**src/rtl/timing_unit_if.sv**
```systemverilog
// timing_unit_if: control-register inputs and status outputs of the timing unit
interface timing_unit_if #(parameter int WIDTH = 32);
  logic             ro_trig_start;
  logic             ro_trig_halt;
  logic             ro_mode;
  logic [WIDTH-1:0] ro_termcount;
  logic             rf_status;
  logic [WIDTH-1:0] rf_currcount;
  logic             rf_int;
  modport master (output ro_trig_start, ro_trig_halt, ro_mode, ro_termcount,
                  input rf_status, rf_currcount, rf_int);
  modport slave (input ro_trig_start, ro_trig_halt, ro_mode, ro_termcount,
                 output rf_status, rf_currcount, rf_int);
endinterface

```
**src/rtl/timing_unit.sv**
```systemverilog
// timing_unit: programmable up-counting one-shot/periodic timer with terminal interrupt
// TIMING_INT_LATCH_EN: hold rf_int until a start or halt is accepted
module timing_unit #(parameter int WIDTH = 32) (
    input logic clk,
    input logic reset,
    timing_unit_if.slave bus
);
    typedef enum logic {IDLE, RUN} state_t;
    state_t state, next_state;
    logic [WIDTH-1:0] count, next_count;
    logic int_q, next_int;
    always_ff @(posedge clk) begin
        if (!reset) begin
            state <= IDLE;
            count <= '0;
            int_q <= 1'b0;
        end else begin
            state <= next_state;
            count <= next_count;
            int_q <= next_int;
        end
    end
    always_comb begin
        next_state = state;
        next_count = count;
`ifdef TIMING_INT_LATCH_EN
        next_int = int_q;
`else
        next_int = 1'b0;
`endif
        if (state == IDLE) begin
            if (bus.ro_trig_start && !bus.ro_trig_halt) begin
                next_count = '0;
                next_state = RUN;
                next_int = 1'b0;
            end
        end else if (bus.ro_trig_halt) begin
            next_state = IDLE;
            next_int = 1'b0;
        end else if (bus.ro_trig_start) begin
            next_count = '0;
            next_int = 1'b0;
        end else if (count >= bus.ro_termcount) begin
            next_int = 1'b1;
            next_count = bus.ro_mode ? '0 : count;
            next_state = bus.ro_mode ? RUN : IDLE;
        end else begin
            next_count = count + 1'b1;
        end
    end
    assign bus.rf_status = (state == RUN);
    assign bus.rf_currcount = count;
    assign bus.rf_int = int_q;
endmodule

```
**src/flat_wrapper.sv**
```systemverilog
// flat-port wrapper written by rule: the top's interface ports become plain ports
module timing_unit_flat 
#(parameter int WIDTH = 32)
  (clk, reset, bus_ro_trig_start, bus_ro_trig_halt, bus_ro_mode, bus_ro_termcount, bus_rf_status, bus_rf_currcount, bus_rf_int);
  timing_unit_if #(.WIDTH(WIDTH)) bus_i ();
  input logic clk;
  input logic reset;
  input wire logic [$bits(bus_i.ro_trig_start)-1:0] bus_ro_trig_start;
  input wire logic [$bits(bus_i.ro_trig_halt)-1:0] bus_ro_trig_halt;
  input wire logic [$bits(bus_i.ro_mode)-1:0] bus_ro_mode;
  input wire logic [$bits(bus_i.ro_termcount)-1:0] bus_ro_termcount;
  output wire logic [$bits(bus_i.rf_status)-1:0] bus_rf_status;
  output wire logic [$bits(bus_i.rf_currcount)-1:0] bus_rf_currcount;
  output wire logic [$bits(bus_i.rf_int)-1:0] bus_rf_int;
  assign bus_i.ro_trig_start = bus_ro_trig_start;
  assign bus_i.ro_trig_halt = bus_ro_trig_halt;
  assign bus_i.ro_mode = bus_ro_mode;
  assign bus_i.ro_termcount = bus_ro_termcount;
  assign bus_rf_status = bus_i.rf_status;
  assign bus_rf_currcount = bus_i.rf_currcount;
  assign bus_rf_int = bus_i.rf_int;
  timing_unit #(.WIDTH(WIDTH)) u_core (.clk(clk), .reset(reset), .bus(bus_i));
endmodule
```
**config.mk**
```make
export PLATFORM = sky130hd
export DESIGN_NAME = timing_unit_flat
export DESIGN_NICKNAME = d
export VERILOG_FILES = /design/src/rtl/timing_unit_if.sv /design/src/rtl/timing_unit.sv /design/src/flat_wrapper.sv
export SDC_FILE = /design/constraint.sdc
export NUM_CORES = 1
export LEC_CHECK = 0
export ABC_AREA = 0
export CAP_MARGIN = 20
export CELL_PAD_IN_SITES_DETAIL_PLACEMENT = 1
export CELL_PAD_IN_SITES_GLOBAL_PLACEMENT = 1
export CORE_ASPECT_RATIO = 1.4
export CORE_MARGIN = 2
export CORE_UTILIZATION = 31
export CTS_CLUSTER_SIZE = 20
export DETAILED_ROUTE_END_ITERATION = 10
export PLACE_DENSITY_LB_ADDON = 0.1
export SYNTH_ARGS = -nofsm -noshare
export SYNTH_HDL_FRONTEND = slang
export SYNTH_SLANG_ARGS = --single-unit
```
**constraint.sdc**
```tcl
create_clock -name clk -period 2.95 [get_ports clk]
set_input_delay 0.885 -clock clk [delete_from_list [all_inputs] [get_ports clk]]
set_output_delay 0.885 -clock clk [all_outputs]
set_load 0.005 [all_outputs]
```
==> qor.yml <==
yosys_register_bits: 34
root_buffer: "sky130_fd_sc_hd__clkbuf_16"
powerDensity_mw_per_mm2: 269
die_area_sq_mm: 0.00899
grt_max_degree: 20
placed_cells: 536
io_buffer_count: 70
relSlewSlack_pct: 70.5
setup.worst_path.start: "bus_ro_termcount[18]"
cts_tree: "done"
drive_gt1_share_pct: 35.8
clkLatencyLatePin_ns: 0.28
synthesis.yosys.warnings: 0
drt_via_density: 5.26
r2r-start: "u_core.bus.rf_currcount[18]$_SDFFE_PN0P_"
antenna_cells: 0
ys_types: 47
compound_cell_area_share_of_the_yosys_netlist_pct: 22.4
timing.critical_path.to_type: "register"
postSynthAreaPerCell_sq_um: 7.78
chipHeight_microns: 111
total_leakage_power_nw: 1.88
setup_viol: 0
layout.nets: 524
synth_top_cell_by_area: "sky130_fd_sc_hd__dfxtp_1"
final_worst_path_period_share_pct: 99.6
yosys.area.top_type_share_pct: 26.7
dr.pass1.iters: 4
dr_drc_count: 0
p_comb_share_pct: 15.9
tightest_hold_margin_ns: 0.522
worstPathMaxFanout: 19
drt-initial-drc-count: 55
synth-seq-area-share_pct: 26.7
postRouteAntennaNets: 0
finish.cell_count_without_fillers: 557
synth.mux.area_fraction_pct: 1.96
power.clock.fraction_pct: 45.3
coreArea_sq_mm: 0.00810
class_of_the_tightest_hold_or_removal_check: "register to register"
highest_achievable_clock_rate_ghz: 0.340
first_global_vias: 3293
site_row_count: 39
cts_max_level: 2
drt-wirelength-per-cell_microns: 17.6
yosys-top-cells-count: "sky130_fd_sc_hd__inv_1 (41), sky130_fd_sc_hd__dfxtp_1 (34), sky130_fd_sc_hd__o21ai_0 (34)"
swShare_pct: 24.4
clock_slew_at_reported_path_ffs_ns: 0.06
die_w_microns: 80.7
grt_overflow: 0
worst_pin_slew_ns: 0.438
worst_ir_drop_vdd_mv: 0.279
worst_reg_to_reg_path_cell_count: 9
power_frac_seq_pct: 38.8
postSynth.topFlopCell: "sky130_fd_sc_hd__dfxtp_1"
grt_setup_unrepaired: "true"
grt_antenna_before_repair: 0
post_synth_main_area_contributors: "sky130_fd_sc_hd__dfxtp_1 (27%), sky130_fd_sc_hd__ha_1 (16%), sky130_fd_sc_hd__o21ai_0 (6.7%)"
async_flop_share_pct: 0
hold_viol: 0
numCtsBuffers: 5
critical_path_required_ns: 3.12
area_growth_pct: 73.1
simple_logic_cell_fraction_of_the_synthesized_area_pct: 24.5
routed-via-count: 2929
critPathLaunchType: "input pin"
syn_inst: 328
synth_edf_count: 0
finalClockSkew_ns: 0.00254
worstPathArrival_ns: 3.11
synthXorXnorAreaFrac_pct: 0
grt_first_pass_wirelength_microns: 15700
routed_wirelength_microns: 9830
drv.max_cap_violation_count: 0
syn_nets: 398
clock_path_buffers: 2
r2r_slack_ns: 0.30
internal_power_w: 0.000898
gpl.final_weighted_congestion: 0.770
post_dp_hpwl_microns: 7060
cp-endpoint: "u_core.bus.rf_currcount[24]$_SDFFE_PN0P_"
hold_buffers: 0
outcome: "finished clean"
synth_most_common_cell: "sky130_fd_sc_hd__inv_1"
switching_power_w: 0.000289
initial_utilization_pct: 31.5
criticalPathCategory: "input pin to register"
rr_endpoint: "u_core.bus.rf_currcount[24]$_SDFFE_PN0P_"
mappedNetlistArea_sq_mm: 0.00255
synth_top_family_by_area: "simple AND/OR/NAND/NOR gates"
report.final.slew_viol_count: 0
post-route-min-period_ns: 2.94
synth_fa_ha_area_share_pct: 16.2
grtUsageTotal_pct: 22.2
number_of_top_level_pins: 71
tritoncts_num_sinks: 34
## per-stage QoR
stage / util [%] / worst slack (ns) / total power (W) / TNS (ns) / instance area (sq um)
floorplan: - / -0.0162 / 0.000539 / -0.0162 / 2610
CTS: 52.4 / -0.0287 / 0.00118 / -0.0287 / 4250
global placement: 46.5 / -0.717 / 0.000624 / -21.07 / 3770
detailed placement: 46.5 / -0.769 / 0.000629 / -22.80 / 3770
finish: 54.5 / 0.0110 / 0.00119 / 0 / 4420
global route: 54.5 / -0.0683 / 0.00123 / -0.475 / 4420
## cell usage in the layout, fill, tap and decap left out, types with 3 or more instances in the layout
cell | Yosys | routed
sky130_fd_sc_hd__buf_4 | 2 | 50
sky130_fd_sc_hd__clkdlybuf4s50_1 | 0 | 40
sky130_fd_sc_hd__dfxtp_1 | 34 | 34
sky130_fd_sc_hd__nand2_1 | 30 | 28
sky130_fd_sc_hd__ha_4 | 0 | 25
sky130_fd_sc_hd__o21ai_0 | 34 | 23
sky130_fd_sc_hd__inv_2 | 0 | 20
sky130_fd_sc_hd__inv_1 | 41 | 18
sky130_fd_sc_hd__nand3_1 | 19 | 18
sky130_fd_sc_hd__nor2_1 | 15 | 15
sky130_fd_sc_hd__nor3_1 | 15 | 15
sky130_fd_sc_hd__a21oi_1 | 18 | 13
sky130_fd_sc_hd__o21ai_1 | 2 | 10
sky130_fd_sc_hd__and3_1 | 10 | 10
sky130_fd_sc_hd__clkbuf_2 | 1 | 10
sky130_fd_sc_hd__dlygate4sd2_1 | 0 | 9
sky130_fd_sc_hd__a21o_1 | 8 | 8
sky130_fd_sc_hd__nand4_1 | 7 | 7
sky130_fd_sc_hd__buf_6 | 1 | 7
sky130_fd_sc_hd__ha_1 | 33 | 6
sky130_fd_sc_hd__clkbuf_16 | 0 | 6
sky130_fd_sc_hd__mux2i_1 | 5 | 5
sky130_fd_sc_hd__a22o_1 | 5 | 5
sky130_fd_sc_hd__clkdlybuf4s15_1 | 0 | 4
sky130_fd_sc_hd__buf_12 | 0 | 4
sky130_fd_sc_hd__inv_4 | 0 | 3
sky130_fd_sc_hd__and4_4 | 0 | 3
sky130_fd_sc_hd__o21ai_2 | 0 | 3
sky130_fd_sc_hd__a21oi_2 | 0 | 3
sky130_fd_sc_hd__and4_1 | 6 | 3
## kinds of logic (layout without fill, tap and decap cells)
group | count (synthesis) | count (layout)
AOI/OAI and AO/OA | 87 | 87
adders and majority gates | 33 | 33
buffers and inverters | 51 | 178
DFF | 34 | 34
muxes | 5 | 5
and+or+nand+nor | 118 | 118
## layer usage
metal | GRT usage [%] | up-vias | share of wire, %
li1 | - | 1432 | -
met1 | 22.4 | 1409 | 36
met2 | 43.7 | 67 | 57
met3 | 3.00 | 21 | 2.5
met4 | 9.04 | 0 | 3.8
met5 | 0 | - | 0
## power groups by stage
stage | sequential (W) | clock, W | combinational (W)
after global placement | 0.000471 | 0 | 0.000152
after global routing | 0.000461 | 0.000566 | 0.000208
after detailed placement | 0.000471 | 0 | 0.000157
final | 0.000461 | 0.000538 | 0.000189
after floorplan | 0.000472 | 0 | 0.0000668
after CTS | 0.000461 | 0.000545 | 0.000177
## flip-flops by register name, summed over array words and instances (netlist names)
signal and count:
u_core.bus.rf_status 1, u_core.bus.rf_int 1, u_core.bus.rf_currcount 32
## area by class of cell
class | count | area, sq um
Fill cell | 951 | 3680
Clock inverter | 1 | 5.00
Inverter | 41 | 161
Sequential cell | 34 | 681
Timing Repair Buffer | 129 | 1160
Tap cell | 102 | 128
Multi-Input combinational cell | 243 | 2140
Clock buffer | 7 | 143
## what timing repair did
| item | CTS | global route |
|---|---|---|
| pin swaps | 37 | 30 |
| gates cloned | 0 | 1 |
| endpoints found under the setup margin | 34 | 32 |
| endpoints found under the hold margin | 0 | 0 |
| buffers inserted | 6 | 9 |
| gates resized for setup | 112 | 52 |
## critical path: stages
cell and delay, ns:
sky130_fd_sc_hd__buf_6 0.09, sky130_fd_sc_hd__inv_4 0.04, sky130_fd_sc_hd__ha_4 0.18, sky130_fd_sc_hd__and2_4 0.15, sky130_fd_sc_hd__a221o_1 0.35, sky130_fd_sc_hd__a221oi_4 0.32
sky130_fd_sc_hd__nand2_2 0.13, sky130_fd_sc_hd__o311a_4 0.42, sky130_fd_sc_hd__buf_12 0.16, sky130_fd_sc_hd__a21o_1 0.15, sky130_fd_sc_hd__a22o_1 0.22
## worst min path at each step
stage | start | endpoint | slack, ns | cells after the start
after global placement | u_core.bus.rf_currcount[7]$_SDFFE_PN0P_ | u_core.bus.rf_currcount[7]$_SDFFE_PN0P_ | 0.50 | 1
after CTS | u_core.bus.rf_currcount[8]$_SDFFE_PN0P_ | u_core.bus.rf_currcount[8]$_SDFFE_PN0P_ | 0.55 | 1
after detailed placement | u_core.bus.rf_currcount[31]$_SDFFE_PN0P_ | u_core.bus.rf_currcount[31]$_SDFFE_PN0P_ | 0.51 | 1
final | u_core.bus.rf_currcount[8]$_SDFFE_PN0P_ | u_core.bus.rf_currcount[8]$_SDFFE_PN0P_ | 0.52 | 1
after global routing | u_core.bus.rf_currcount[8]$_SDFFE_PN0P_ | u_core.bus.rf_currcount[8]$_SDFFE_PN0P_ | 0.58 | 1
after floorplan | u_core.bus.rf_currcount[7]$_SDFFE_PN0P_ | u_core.bus.rf_currcount[7]$_SDFFE_PN0P_ | 0.49 | 1
No activity file was read; power rests on OpenSTA's default activity.
